### src/rtl/pc_pkg.sv
// Shared types and the next-PC priority selector for the program-counter unit.
package pc_pkg;

    typedef enum logic {
        IDLE,
        RUN
    } pc_state_t;

    typedef enum logic [2:0] {
        SEL_SEQ,
        SEL_TRAP,
        SEL_BRANCH,
        SEL_RET,
        SEL_JUMP
    } pc_sel_t;

    // Picks the winning redirect source, highest priority first.
    // A return with nothing on the stack is escalated to a trap.
    // Callers mask branch/ret/jump themselves when the PC is stalled.
    function automatic pc_sel_t pcSelect(
        input logic trap,
        input logic branch,
        input logic ret,
        input logic jump,
        input logic rasEmpty
    );
        pc_sel_t sel;
        sel = SEL_SEQ;
        if (trap) begin
            sel = SEL_TRAP;
        end else if (branch) begin
            sel = SEL_BRANCH;
        end else if (ret) begin
            sel = rasEmpty ? SEL_TRAP : SEL_RET;
        end else if (jump) begin
            sel = SEL_JUMP;
        end
        return sel;
    endfunction

endpackage

### src/rtl/pc_ras.sv
// Return-address stack: circular buffer with a top pointer and an occupancy
// count. Pushing onto a full stack silently overwrites the oldest entry, and a
// simultaneous push+pop replaces the top entry in place.
module pc_ras
    import pc_pkg::*;
#(
    parameter int XLEN      = 32,
    parameter int RAS_DEPTH = 4
) (
    input  logic            clk_i,
    input  logic            rst_i,
    input  logic            push_i,
    input  logic            pop_i,
    input  logic [XLEN-1:0] push_data_i,
    output logic [XLEN-1:0] top_o,
    output logic            empty_o,
    output logic            full_o
);

    localparam int PTRW = $clog2(RAS_DEPTH);
    localparam logic [PTRW:0] COUNT_MAX = (PTRW+1)'(RAS_DEPTH);

    logic [XLEN-1:0] r_stack [RAS_DEPTH];
    logic [PTRW-1:0] r_top;
    logic [PTRW:0]   r_count;
    logic            r_empty;
    logic            r_full;

    logic            w_doPop;
    logic            w_replace;
    logic [PTRW-1:0] w_topInc;
    logic [PTRW:0]   w_countNext;

    assign w_doPop   = pop_i && (r_count != '0);
    assign w_replace = push_i && w_doPop;
    assign w_topInc  = r_top + PTRW'(1);
    assign top_o     = r_stack[r_top];
    assign empty_o   = r_empty;
    assign full_o    = r_full;

    // Next occupancy: saturates at the depth on push, unchanged on replace.
    always_comb begin
        w_countNext = r_count;
        if (w_replace) begin
            w_countNext = r_count;
        end else if (push_i) begin
            if (r_count != COUNT_MAX) begin
                w_countNext = r_count + (PTRW+1)'(1);
            end
        end else if (w_doPop) begin
            w_countNext = r_count - (PTRW+1)'(1);
        end
    end

    // Stack storage, pointer and registered status flags.
    always_ff @(posedge clk_i or posedge rst_i) begin
        if (rst_i) begin
            for (int i = 0; i < RAS_DEPTH; i++) begin
                r_stack[i] <= '0;
            end
            r_top   <= '0;
            r_count <= '0;
            r_empty <= 1'b1;
            r_full  <= 1'b0;
        end else begin
            if (w_replace) begin
                r_stack[r_top] <= push_data_i;
            end else if (push_i) begin
                r_stack[w_topInc] <= push_data_i;
                r_top             <= w_topInc;
            end else if (w_doPop) begin
                r_top <= r_top - PTRW'(1);
            end
            r_count <= w_countNext;
            r_empty <= (w_countNext == '0);
            r_full  <= (w_countNext == COUNT_MAX);
        end
    end

endmodule

### src/rtl/pc_unit.sv
// IF-stage program counter: start/stall gating, prioritised redirects
// (trap, branch, return, jump/call), return-address stack and a one-cycle
// flush pulse marking every non-sequential PC load.
module pc_unit
    import pc_pkg::*;
#(
    parameter int              XLEN      = 32,
    parameter logic [XLEN-1:0] RESET_VEC = '0,
    parameter logic [XLEN-1:0] TRAP_VEC  = 32'h0000_0080,
    parameter int              INC       = 4,
    parameter int              RAS_DEPTH = 4
) (
    input  logic            clk_i,
    input  logic            rst_i,
    input  logic            start_i,
    input  logic            PC_write_i,
    input  logic            branch_i,
    input  logic [XLEN-1:0] branch_target_i,
    input  logic            jump_i,
    input  logic [XLEN-1:0] jump_target_i,
    input  logic            call_i,
    input  logic            ret_i,
    input  logic            trap_i,
    output logic [XLEN-1:0] PC_o,
    output logic            valid_o,
    output logic            flush_o,
    output logic [XLEN-1:0] epc_o,
    output logic            ras_empty_o,
    output logic            ras_full_o
);

    pc_state_t       r_state;
    logic [XLEN-1:0] r_pc;
    logic [XLEN-1:0] r_epc;
    logic            r_valid;
    logic            r_flush;

    logic            w_running;
    pc_sel_t         w_sel;
    logic            w_hold;
    logic [XLEN-1:0] w_pcInc;
    logic [XLEN-1:0] w_pcNext;
    logic [XLEN-1:0] w_rasTop;
    logic            w_rasEmpty;
    logic            w_rasFull;
    logic            w_push;
    logic            w_pop;

    // Only an active, started unit consumes redirect requests.
    assign w_running = (r_state == RUN) && start_i;
    assign w_sel     = pcSelect(trap_i,
                                branch_i && PC_write_i,
                                ret_i    && PC_write_i,
                                jump_i   && PC_write_i,
                                w_rasEmpty);
    assign w_hold    = !PC_write_i && (w_sel == SEL_SEQ);
    assign w_pcInc   = r_pc + XLEN'(INC);

    // A call pushes its link address whenever the jump or a return wins;
    // the return+call pairing becomes an in-place replace inside the stack.
    assign w_push = w_running && call_i && ((w_sel == SEL_JUMP) || (w_sel == SEL_RET));
    assign w_pop  = w_running && (w_sel == SEL_RET);

    // Next-PC mux driven by the winning source.
    always_comb begin
        w_pcNext = w_pcInc;
        case (w_sel)
            SEL_TRAP:   w_pcNext = TRAP_VEC;
            SEL_BRANCH: w_pcNext = branch_target_i;
            SEL_RET:    w_pcNext = w_rasTop;
            SEL_JUMP:   w_pcNext = jump_target_i;
            default:    w_pcNext = w_pcInc;
        endcase
    end

    pc_ras #(
        .XLEN      (XLEN),
        .RAS_DEPTH (RAS_DEPTH)
    ) u_ras (
        .clk_i       (clk_i),
        .rst_i       (rst_i),
        .push_i      (w_push),
        .pop_i       (w_pop),
        .push_data_i (w_pcInc),
        .top_o       (w_rasTop),
        .empty_o     (w_rasEmpty),
        .full_o      (w_rasFull)
    );

    // Run/idle FSM together with the registered PC, epc, valid and flush.
    always_ff @(posedge clk_i or posedge rst_i) begin
        if (rst_i) begin
            r_state <= IDLE;
            r_pc    <= RESET_VEC;
            r_epc   <= '0;
            r_valid <= 1'b0;
            r_flush <= 1'b0;
        end else begin
            r_flush <= 1'b0;
            case (r_state)
                IDLE: begin
                    if (start_i) begin
                        r_state <= RUN;
                        r_valid <= 1'b1;
                    end
                end
                RUN: begin
                    if (!start_i) begin
                        r_state <= IDLE;
                        r_valid <= 1'b0;
                    end else if (!w_hold) begin
                        r_pc    <= w_pcNext;
                        r_flush <= (w_sel != SEL_SEQ);
                        if (w_sel == SEL_TRAP) begin
                            r_epc <= r_pc;
                        end
                    end
                end
                default: begin
                    r_state <= IDLE;
                    r_valid <= 1'b0;
                end
            endcase
        end
    end

    assign PC_o        = r_pc;
    assign epc_o       = r_epc;
    assign valid_o     = r_valid;
    assign flush_o     = r_flush;
    assign ras_empty_o = w_rasEmpty;
    assign ras_full_o  = w_rasFull;

endmodule

### config.mk
export PLATFORM = sky130hd
export DESIGN_NAME = pc_unit
export DESIGN_NICKNAME = d
export VERILOG_FILES = /design/src/rtl/pc_pkg.sv /design/src/rtl/pc_ras.sv /design/src/rtl/pc_unit.sv
export SDC_FILE = /design/constraint.sdc
export NUM_CORES = 1
export LEC_CHECK = 0
export BUFFER_PORTS_ARGS = -buffer_cell sky130_fd_sc_hd__buf_2
export CAP_MARGIN = 20
export CORE_UTILIZATION = 45
export DETAILED_ROUTE_END_ITERATION = 6
export PLACE_DENSITY = 0.75
export REMOVE_ABC_BUFFERS = 1
export SLEW_MARGIN = 30
export SYNTH_ARGS = -nofsm -noshare
export SYNTH_HDL_FRONTEND = slang
export SYNTH_SLANG_ARGS = --single-unit
### constraint.sdc
create_clock -name clk_i -period 5.7 [get_ports clk_i]
set_input_delay 0.57 -clock clk_i [delete_from_list [all_inputs] [get_ports clk_i]]
set_output_delay 0.57 -clock clk_i [all_outputs]
set_load 0.005 [all_outputs]
==> run_results.csv, run 1 <==
group,metric,value,unit
clocking,htreeDepth,1,
timing,relSlewSlack,38.7,%
route,routed_wl,26200,microns
floorplan,start_util,45.8,%
power_and_ir_drop,vdd_drop_max,0.224,mV
setup_path,r2r_end,"u_ras.r_stack[89]$_DFFE_PP0P_",
clocking,cts_hold_buf,0,
synthesis,synth_area_leaders,"dfrtp_1 (50%), mux4_2 (7.2%), a21oi_1 (6.6%)",
setup_path,crit_type,"reg -> reg",
synthesis,yosysWarnings,0,
synthesis,synth_simple_gate_area_share,12.5,%
timing,post-route-period-util,63.1,%
power_and_ir_drop,clock_power_share,32.9,%
floorplan,core,21800,sq um
synthesis,synth.yosys.seq_area_share,50.6,%
route,drt_first_pass_iters,7,
setup_path,cp-end-kind,"register",
synthesis,synth_top_cell_by_area,"dfrtp_1",
clocking,tritoncts,"done",
power_and_ir_drop,leakage,0.00532,uW
synthesis,async_flop_share,100,%
route,wl_per_cell,20.0,microns
timing,max_freq,278,MHz
hold_path,hold_class,"in -> reg",
run_status,outcome,"finished, violations left",
power_and_ir_drop,cellPowerDensity,397,nW/um^2
global_routing,grt_remaining_overflow,0,
clocking,post_cts_buffers,0,
hold_path,hp-start,"start_i",
layout,diodes,0,
timing,hold_viol_final,0,
floorplan,io_pins,141,
layout,syn2layout_area_growth,16.7,%
place,placement.io_buffers,140,
global_routing,grt_busiest_layer,"met2",
power_and_ir_drop,power_frac_comb,23.3,%
clocking,clk_latency,0.50,ns
global_routing,grt_usage,23.8,%
clocking,clock_sinks,202,
setup_path,cp-start-kind,"register",
layout,nFillCells,1891,
timing,slew_violations,0,
place,globalplace.congestion,0.866,
timing,timing.final.ws_setup,2.11,ns
layout,nets,1101,
clocking,cts.path.max_buffers,3,
setup_path,reg2reg_slack,2.11,ns
floorplan,die_x,151,microns
setup_path,critPathMaxFanout,33,
route,routed_via_density,5.86,
synthesis,synthAdderAreaFrac,1.50,%
run_status,violations,"DRC",
synthesis,synth_top_family_by_area,"compound AO/OA/AOI/OAI gates",
synthesis,synth-seq-cells,202,
synthesis,synthCells,902,
floorplan,dieArea,22800,sq um
synthesis,synthXorXnorAreaFrac,2.71,%
route,drcViolationCount,2,
power_and_ir_drop,power.switching,1420,uW
hold_path,whs_path_depth,1,
global_routing,grt_use_met2,39.1,%
synthesis,synth_edf_count,0,
synthesis,synthMuxAreaShare,12.0,%
timing,tightest_slew,0.918,ns
timing,period_needed,3.59,ns
timing,clock_skew,0.00906,ns
power_and_ir_drop,p_int,3220,uW
global_routing,antenna_found_initial,0,
place,dp_hpwl,17200,microns
synthesis,synth_cell_types,71,
layout,postLayoutCoreUtil,53.5,%
global_routing,globalRouteMet3Util,4.37,%
layout,drive_gt1_share,28.0,%
setup_path,reg2regPathDepth,9,
setup_path,timing.rr.start,"u_ras.empty_o$_DFF_PP1_",
floorplan,dieHeight,151,microns
global_routing,grt_use_met1,32.5,%
route,vias,7679,
clocking,cts_root_buf,"clkbuf_16",
synthesis,synth_flop_cell,"dfrtp_1",
route,drt.antenna.violating_nets,0,
power_and_ir_drop,switching_share,30.6,%
power_and_ir_drop,p_seq_share,43.8,%
timing,setup_viol,0,
timing,worst_hold_slack,0.213,ns
setup_path,required,6.12,ns
global_routing,grt_max_degree,155,
setup_path,worstPathArrival,4.01,ns
timing,rsz0062_at_grt,"false",
global_routing,grt_pass1_vias,7688,
clocking,path_clk_slew,0.06,ns
place,post-place-ws,1.88,ns
floorplan,rows,54,
hold_path,holdPathEnd,"r_state$_DFF_PP0_",
global_routing,grt_pass1_wl,41900,microns
job,cap_violations,0,
clocking,post_cts_resize_count,0,
timing,setup_tns,0,ns
route,first_iter_violations,614,
synthesis,synth_top_area_share,50.3,%
synthesis,synth.cell_area,10000,sq um
synthesis,syn_avg_cell_area,11.1,sq um
synthesis,synth_compound_area_share,16.8,%
clocking,numCtsBuffers,23,
worst max-delay path, stage by stage, from the launching register on:
cell	delay, ns
dfstp_2	0.56
nand2b_1	0.25
a211o_2	0.42
clkinv_1	0.28
ha_1	0.42
mux2i_1	0.24
nor2_4	0.68
buf_4	0.43
nor2_1	0.08
a21oi_1	0.14
worst max-delay path by stage:
stage                                  startpoint                             to  slack [ns]  cells past startpoint
final                     u_ras.empty_o$_DFF_PP1_  u_ras.r_stack[89]$_DFFE_PP0P_        2.11                      9
after global routing      u_ras.empty_o$_DFF_PP1_  u_ras.r_stack[72]$_DFFE_PP0P_        1.87                      9
after CTS                 u_ras.empty_o$_DFF_PP1_  u_ras.r_stack[79]$_DFFE_PP0P_        2.14                      9
after detailed placement                  start_i  u_ras.r_stack[79]$_DFFE_PP0P_        1.88                     11
after global placement                    start_i  u_ras.r_stack[27]$_DFFE_PP0P_        2.02                     11
after floorplan                             rst_i            PC_o[0]$_DFFE_PP0P_       -0.38                      1
kinds of logic (layout without fill, tap and decap cells):
logic type	Yosys count	after routing
AOI/OAI and AO/OA	262	262
and+or+nand+nor	238	238
DFF	202	202
buffers and inverters	82	211
muxes	75	75
xor gates and xnor gates	31	31
adders and majority gates	12	12
Yosys cell counts, types with 3 or more instances:
cell type and count:
a2bb2oi_1 5, buf_6 3, a221o_1 9, nor3_2 3, o31ai_1 8, o21a_1 12, nand2_1 40, o211ai_1 8
buf_4 3, dfrtp_1 201, nor4_4 5, a222oi_1 15, nor2_2 4, clkbuf_1 15, mux4_2 32, mux2i_1 7
ha_1 12, xor2_1 11, a221oi_1 6, o22a_1 4, a21oi_1 132, nand3_1 12, and3_1 4, nor2_1 127
mux2_2 36, nand2b_1 6, nand4_1 7, a31oi_1 4, inv_1 16, a21o_1 8, buf_2 42, nor3_1 4
and4_1 6, nor2b_1 3, nor4_1 3, xnor2_1 20, o21ai_0 26
state kept, by name, summed over array words and instances, names as in the netlist:
register and cells:
u_ras.r_stack 128, PC_o 32, epc_o 32, u_ras.r_count 3, u_ras.r_top 2, flush_o 1
r_state 1, u_ras.empty_o 1, u_ras.full_o 1, valid_o 1
layout by cell type, fill, tap and decap left out, types with 5 or more instances in the layout:
cell type,netlist,routed
mux2i_1,7,7
nand4_1,7,7
o21ai_0,26,26
o21a_1,12,12
clkbuf_8,0,5
a221o_1,9,9
nand2b_1,6,6
nor2_4,0,5
inv_1,16,15
nand3_1,12,12
a222oi_1,15,15
mux2_2,36,36
xnor2_1,20,20
a221oi_1,6,6
buf_2,42,140
ha_1,12,12
nor4_4,5,5
buf_4,3,14
and4_1,6,6
a21oi_1,132,132
mux4_2,32,32
a2bb2oi_1,5,5
a21o_1,8,8
o211ai_1,8,8
o31ai_1,8,8
clkbuf_16,0,23
nor2_1,127,125
dfrtp_1,201,200
nand2_1,40,40
xor2_1,11,11
metrics by stage:
stage          cells  power, uW  cell area [sq um]
4_1_cts         1311       4660              11700
5_1_grt         1311       4890              11700
3_5_place_dp    1271       3130              10900
6_report        1311       4640              11700
3_3_place_gp    1271       3090              10900
2_1_floorplan    837       2720               9670
routing by layer:
metal,up-vias,part of all wire (%)
met4,0,2.3
met2,295,48
met3,36,6.8
met1,3812,43
li1,3536,-
met5,-,0
power groups by stage:
stage                     logic (uW)  registers (uW)  clock network (uW)
after floorplan                  696            2020                   0
after global placement          1050            2030                   0
after detailed placement        1090            2050                   0
after CTS                       1090            2030                1550
after global routing            1200            2080                1610
final                           1080            2030                1530
final cells by class:
| type | count | area (sq um) | area share (%) |
|---|---|---|---|
| Sequential cell | 202 | 5060 | 43.3 |
| Multi-Input combinational cell | 618 | 4600 | 39.4 |
| Timing Repair Buffer | 154 | 806 | 6.91 |
| Clock buffer | 31 | 656 | 5.62 |
| Tap cell | 280 | 350 | 3.00 |
| Clock inverter | 9 | 126 | 1.08 |
| Inverter | 17 | 76.3 | 0.654 |
Power figures use the tool's default switching activity.
==> inputs of run 2 (changes only) <==
clock period = 2.9 ns   (was 5.7 ns; I/O delays follow)
==> run 2 against run 1 <==
Clock power grew 86%; critical path depth did not move; sequential share of layout area fell by 0.73 points; the flow still finishes with violations (DRC); worst hold slack lost 0.14 ns; design area increased by 1.7%; largest power group unchanged; routed wire length increased by 4.2%; global-route usage rose by 0.78 points; sequential power grew 92%; clock-buffer cell count increased by 1.
==> run_results.csv, run 2 (synthesis results as in run 1) <==
group,metric,value,unit
floorplan,dieHeight,151,microns
clocking,numCtsBuffers,22,
layout,final_common_cell,"dfrtp_1",
global_routing,grt_max_degree,107,
clocking,tritoncts,"done",
run_status,violations,"DRC",
floorplan,rows,54,
setup_path,required,3.27,ns
route,wl_per_cell,20.5,microns
setup_path,crit_path_top_delay_cell,"dfrtp_1",
global_routing,grt_remaining_overflow,0,
power_and_ir_drop,power,9100,uW
setup_path,cp-end-kind,"register",
layout,syn2layout_area_growth,18.7,%
layout,drive_gt1_share,29.7,%
place,globalplace.congestion,0.801,
floorplan,io_pins,141,
clocking,post_cts_buffers,0,
timing,tightest_slew,0.857,ns
clocking,path_clk_slew,0.06,ns
layout,postLayoutCoreUtil,54.4,%
floorplan,die_x,151,microns
setup_path,slowest_delay,0.41,ns
setup_path,worstPathCellList,"ha_1 > nor2b_1 > and3_1 > ha_2 > mux2i_1 > nor2_4 > buf_4 > nor2_1 > a21oi_1",
timing,clock_skew,0.00884,ns
route,drcViolationCount,1,
layout,regMostFlops,"u_ras.r_stack",
hold_path,hold_class,"in -> reg",
layout,fin_area,11900,sq um
place,dp_hpwl,18200,microns
timing,worst_hold_slack,0.0782,ns
setup_path,critPathMaxFanout,22,
clocking,cts_root_buf,"clkbuf_16",
timing,post-route-period-util,94.1,%
place,placement.io_buffers,140,
place,dpl_cell_area,11100,sq um
route,vias,7959,
clocking,clock_sinks,202,
power_and_ir_drop,leakage,0.00544,uW
layout,largest_register_ffs,128,
timing,rsz0062_at_grt,"false",
power_and_ir_drop,cellPowerDensity,767,nW/um^2
setup_path,cp-start-kind,"register",
route,first_iter_violations,713,
layout,diodes,0,
timing,slew_violations,0,
timing,max_freq,366,MHz
timing,relSlewSlack,42.9,%
clocking,htreeDepth,1,
run_status,outcome,"finished, violations left",
setup_path,worstPathArrival,3.10,ns
global_routing,grt_pass1_wl,42800,microns
global_routing,grt_pass1_vias,7807,
clocking,cts.path.max_buffers,3,
job,cap_violations,0,
floorplan,dieArea,22800,sq um
floorplan,core,21800,sq um
timing,period_needed,2.73,ns
power_and_ir_drop,vdd_drop_max,0.433,mV
timing,hold_viol_final,0,
layout,most-common-layout-cells,"dfrtp_1 (200), buf_2 (140), a21oi_1 (132)",
global_routing,antenna_found_initial,0,
route,drt_first_pass_iters,7,
route,routed_wl,27300,microns
global_routing,grt_usage,24.6,%
setup_path,crit_type,"reg -> reg",
route,drt.antenna.violating_nets,0,
floorplan,start_util,45.8,%
timing,setup_viol,0,
clocking,clk_latency,0.51,ns
route,routed_via_density,5.97,
layout,nets,1123,
run 2: cell types whose count changed in the layout (fill, tap and decap cells not counted), sizes merged:
cell,delta
bufinv,-2
clkbuf,+1
buf,+21
clkinv,+1
dlygate4sd3,+2
run 2: path summary, 6_finish.rpt:
| check | slack [ns] | start | endpoint | depth (start not counted) |
|---|---|---|---|---|
| worst max-delay path | 0.17 | r_state$_DFF_PP0_ | u_ras.r_stack[119]$_DFFE_PP0P_ | 9 |
| worst min-delay path | 0.08 | jump_target_i[0] | PC_o[0]$_DFFE_PP0P_ | 3 |
| max in group asynchronous | 1.59 | rst_i | u_ras.r_top[1]$_DFFE_PP0P_ | 4 |
| worst min register to register | 0.48 | epc_o[4]$_DFFE_PP0P_ | epc_o[4]$_DFFE_PP0P_ | 2 |
| min in group asynchronous | 0.44 | rst_i | u_ras.r_stack[36]$_DFFE_PP0P_ | 3 |
| worst max register to register | 0.17 | r_state$_DFF_PP0_ | u_ras.r_stack[119]$_DFFE_PP0P_ | 9 |
run 2: where the power goes:
group	internal, uW	switching (uW)
sequential	3420	479
combinational	1150	1200
clock	1690	1160
run 2: per-stage QoR:
step | setup slack [ns] | std cells | TNS, ns
floorplan | -2.90 | 837 | -650.20
global placement | 0.268 | 1292 | 0
detailed placement | 0.116 | 1292 | 0
CTS | 0.0841 | 1334 | 0
global route | 0.0339 | 1334 | 0
finish | 0.170 | 1334 | 0
run 2: what timing repair did:
item / CTS / global route
endpoints found under the setup margin: 0 / 81
resized for setup: 0 / 3
endpoints found under the hold margin: 76 / 0
hold buffers: 2 / 0
run 2: layout make-up:
class                           instances  area [sq um]
Clock inverter                          8          71.3
Inverter                               17          71.3
Sequential cell                       202          5060
Fill cell                            1865          9960
Multi-Input combinational cell        618          4600
Tap cell                              280           350
Clock buffer                           32           669
Timing Repair Buffer                  177          1050
run 2: routing by layer:
metal	vias up	track usage, %	share of wire, %
li1	3582	-	-
met1	3980	34.1	42
met2	362	40.7	48
met3	35	3.61	8.1
met4	0	5.95	1.8
met5	-	0	0
run 2: critical path, delay by kind of cell (launching register included):
kind                       cells  cell delay [ns]
muxes                          1             0.40
adders and majority gates      2             0.68
DFF                            1             0.41
and+or+nand+nor                4             0.78
AOI/OAI and AO/OA              1             0.07
buffers and inverters          1             0.24
==> inputs of run 3 (changes only) <==
CELL_PAD_IN_SITES_DETAIL_PLACEMENT = 0   (was default)
CELL_PAD_IN_SITES_GLOBAL_PLACEMENT = 1   (was default)
CORE_UTILIZATION = 41   (was 45)
PLACE_DENSITY = 0.83   (was 0.75)
SKIP_LAST_GASP = 1   (was default)
==> run 3 against run 2 <==
The run now ends clean; routed wire length down 0.52%; sequential power is essentially flat; die area rose by 9.6%; combinational power is 2% lower; sequential share of layout area shrank 0.13 points; worst hold slack got worse by 0.011 ns; worst setup slack improved by 0.025 ns; critical path depth increased by 2; core utilization fell by 4.1 points; cell count grew 2.8%; first-iteration DRC count is 16% lower.
==> run_results.csv, run 3 (synthesis results as in run 1) <==
group,metric,value,unit
run_status,outcome,"finished clean",
clocking,clk_latency,0.53,ns
setup_path,cp-end-kind,"register",
global_routing,grt_pass1_wl,43300,microns
floorplan,die_x,158,microns
setup_path,critPathMaxFanout,24,
route,drt.antenna.violating_nets,0,
floorplan,io_pins,141,
layout,multi_input_area,4600,sq um
route,routed_wl,27100,microns
timing,post-route-period-util,93.3,%
layout,regMostFlops,"u_ras.r_stack",
place,globalplace.congestion,0.795,
setup_path,cp-start-kind,"input pin",
floorplan,core,23700,sq um
power_and_ir_drop,vdd_drop_max,0.451,mV
layout,most-common-layout-cells,"dfrtp_1 (200), buf_2 (140), a21oi_1 (132)",
hold_path,hold_class,"in -> reg",
timing,clock_skew,0.0198,ns
global_routing,antenna_found_initial,0,
timing,slew_violations,0,
place,dp_cells,1328,
route,routed_via_density,5.63,
floorplan,start_util,42.2,%
power_and_ir_drop,power,9040,uW
clocking,cts.path.max_buffers,3,
clocking,cts_root_buf,"clkbuf_16",
route,vias,7724,
place,post-place-ws,0.127,ns
global_routing,grt_remaining_overflow,0,
clocking,htreeDepth,1,
timing,period_needed,2.70,ns
route,drt_first_pass_iters,5,
power_and_ir_drop,cellPowerDensity,759,nW/um^2
timing,relSlewSlack,41.9,%
timing,rsz0062_at_grt,"false",
layout,diodes,0,
job,cap_violations,0,
route,wl_per_cell,19.8,microns
layout,nFillCells,2198,
timing,hold_viol_final,0,
setup_path,worstPathArrival,3.08,ns
layout,syn2layout_area_growth,19.0,%
floorplan,dieArea,25000,sq um
clocking,path_clk_slew,0.06,ns
route,first_iter_violations,602,
timing,setup_viol,0,
setup_path,required,3.28,ns
timing,tightest_slew,0.871,ns
power_and_ir_drop,leakage,0.00543,uW
global_routing,grt_max_degree,88,
timing,max_freq,370,MHz
layout,largest_register_ffs,128,
timing,timing.final.ws_setup,0.195,ns
floorplan,rows,56,
place,dp_hpwl,18100,microns
route,drcViolationCount,0,
clocking,clock_sinks,202,
timing,worst_hold_slack,0.0676,ns
clocking,post_cts_buffers,0,
setup_path,crit_type,"in -> reg",
global_routing,grt_pass1_vias,7669,
layout,drive_gt1_share,29.4,%
global_routing,grt_usage,22.5,%
layout,nets,1121,
clocking,tritoncts,"done",
layout,ff_latch_area,5060,sq um
layout,final_common_cell,"dfrtp_1",
timing,setup_tns,0,ns
clocking,numCtsBuffers,23,
floorplan,dieHeight,158,microns
layout,instances_no_fill,1372,
place,placement.io_buffers,140,
[run 3: repair_timing]
action,4_1_cts,5_1_grt
hold buffers,2,0
endpoints found under the setup margin,0,91
resized for setup,0,2
endpoints found under the hold margin,84,0
[run 3: routing by layer]
layer	wire [microns]	global-route usage, %
met1	11900	31.8
met4	469	4.90
met3	1540	2.98
met2	13200	37.0
met5	0	0
[run 3: area by class of cell]
type                            count  share of cell area (%)
Clock inverter                      8                   0.568
Tap cell                          319                    3.35
Inverter                           17                   0.599
Timing Repair Buffer              174                    8.60
Clock buffer                       34                    5.77
Sequential cell                   202                    42.5
Multi-Input combinational cell    618                    38.6
[run 3: final timing paths]
kind / start / to / slack, ns / depth (start not counted)
worst max-delay path: start_i / u_ras.r_stack[24]$_DFFE_PP0P_ / 0.20 / 11
worst min-delay path: jump_target_i[1] / PC_o[1]$_DFFE_PP0P_ / 0.07 / 3
worst max register to register: r_state$_DFF_PP0_ / u_ras.r_stack[24]$_DFFE_PP0P_ / 0.23 / 9
worst min register to register: epc_o[28]$_DFFE_PP0P_ / epc_o[28]$_DFFE_PP0P_ / 0.48 / 2
max in group asynchronous: rst_i / PC_o[19]$_DFFE_PP0P_ / 1.67 / 4
min in group asynchronous: rst_i / epc_o[9]$_DFFE_PP0P_ / 0.39 / 3
[run 3: stage by stage]
| step | instance area, sq um | util (%) |
|---|---|---|
| floorplan | 9670 | - |
| global placement | 11100 | 47.0 |
| detailed placement | 11100 | 47.0 |
| CTS | 11900 | 50.2 |
| global route | 11900 | 50.3 |
| finish | 11900 | 50.3 |
[run 3: power by group]
group	leakage, uW	internal [uW]	total, uW	switching [uW]
Sequential	0.00265	3420	3870	447
Clock	0.000374	1660	2880	1220
Combinational	0.00241	1110	2300	1180
Total	0.00543	6200	9040	2840
[run 3: worst max-delay path: stages]
cell and delay, ns:
dlygate4sd3_1 0.53, buf_2 0.14, ha_1 0.28, nor2b_1 0.23, and3_1 0.27, ha_2 0.38
mux2i_1 0.40, nor2_4 0.11, buf_4 0.24, nor2_1 0.15, a21oi_1 0.07
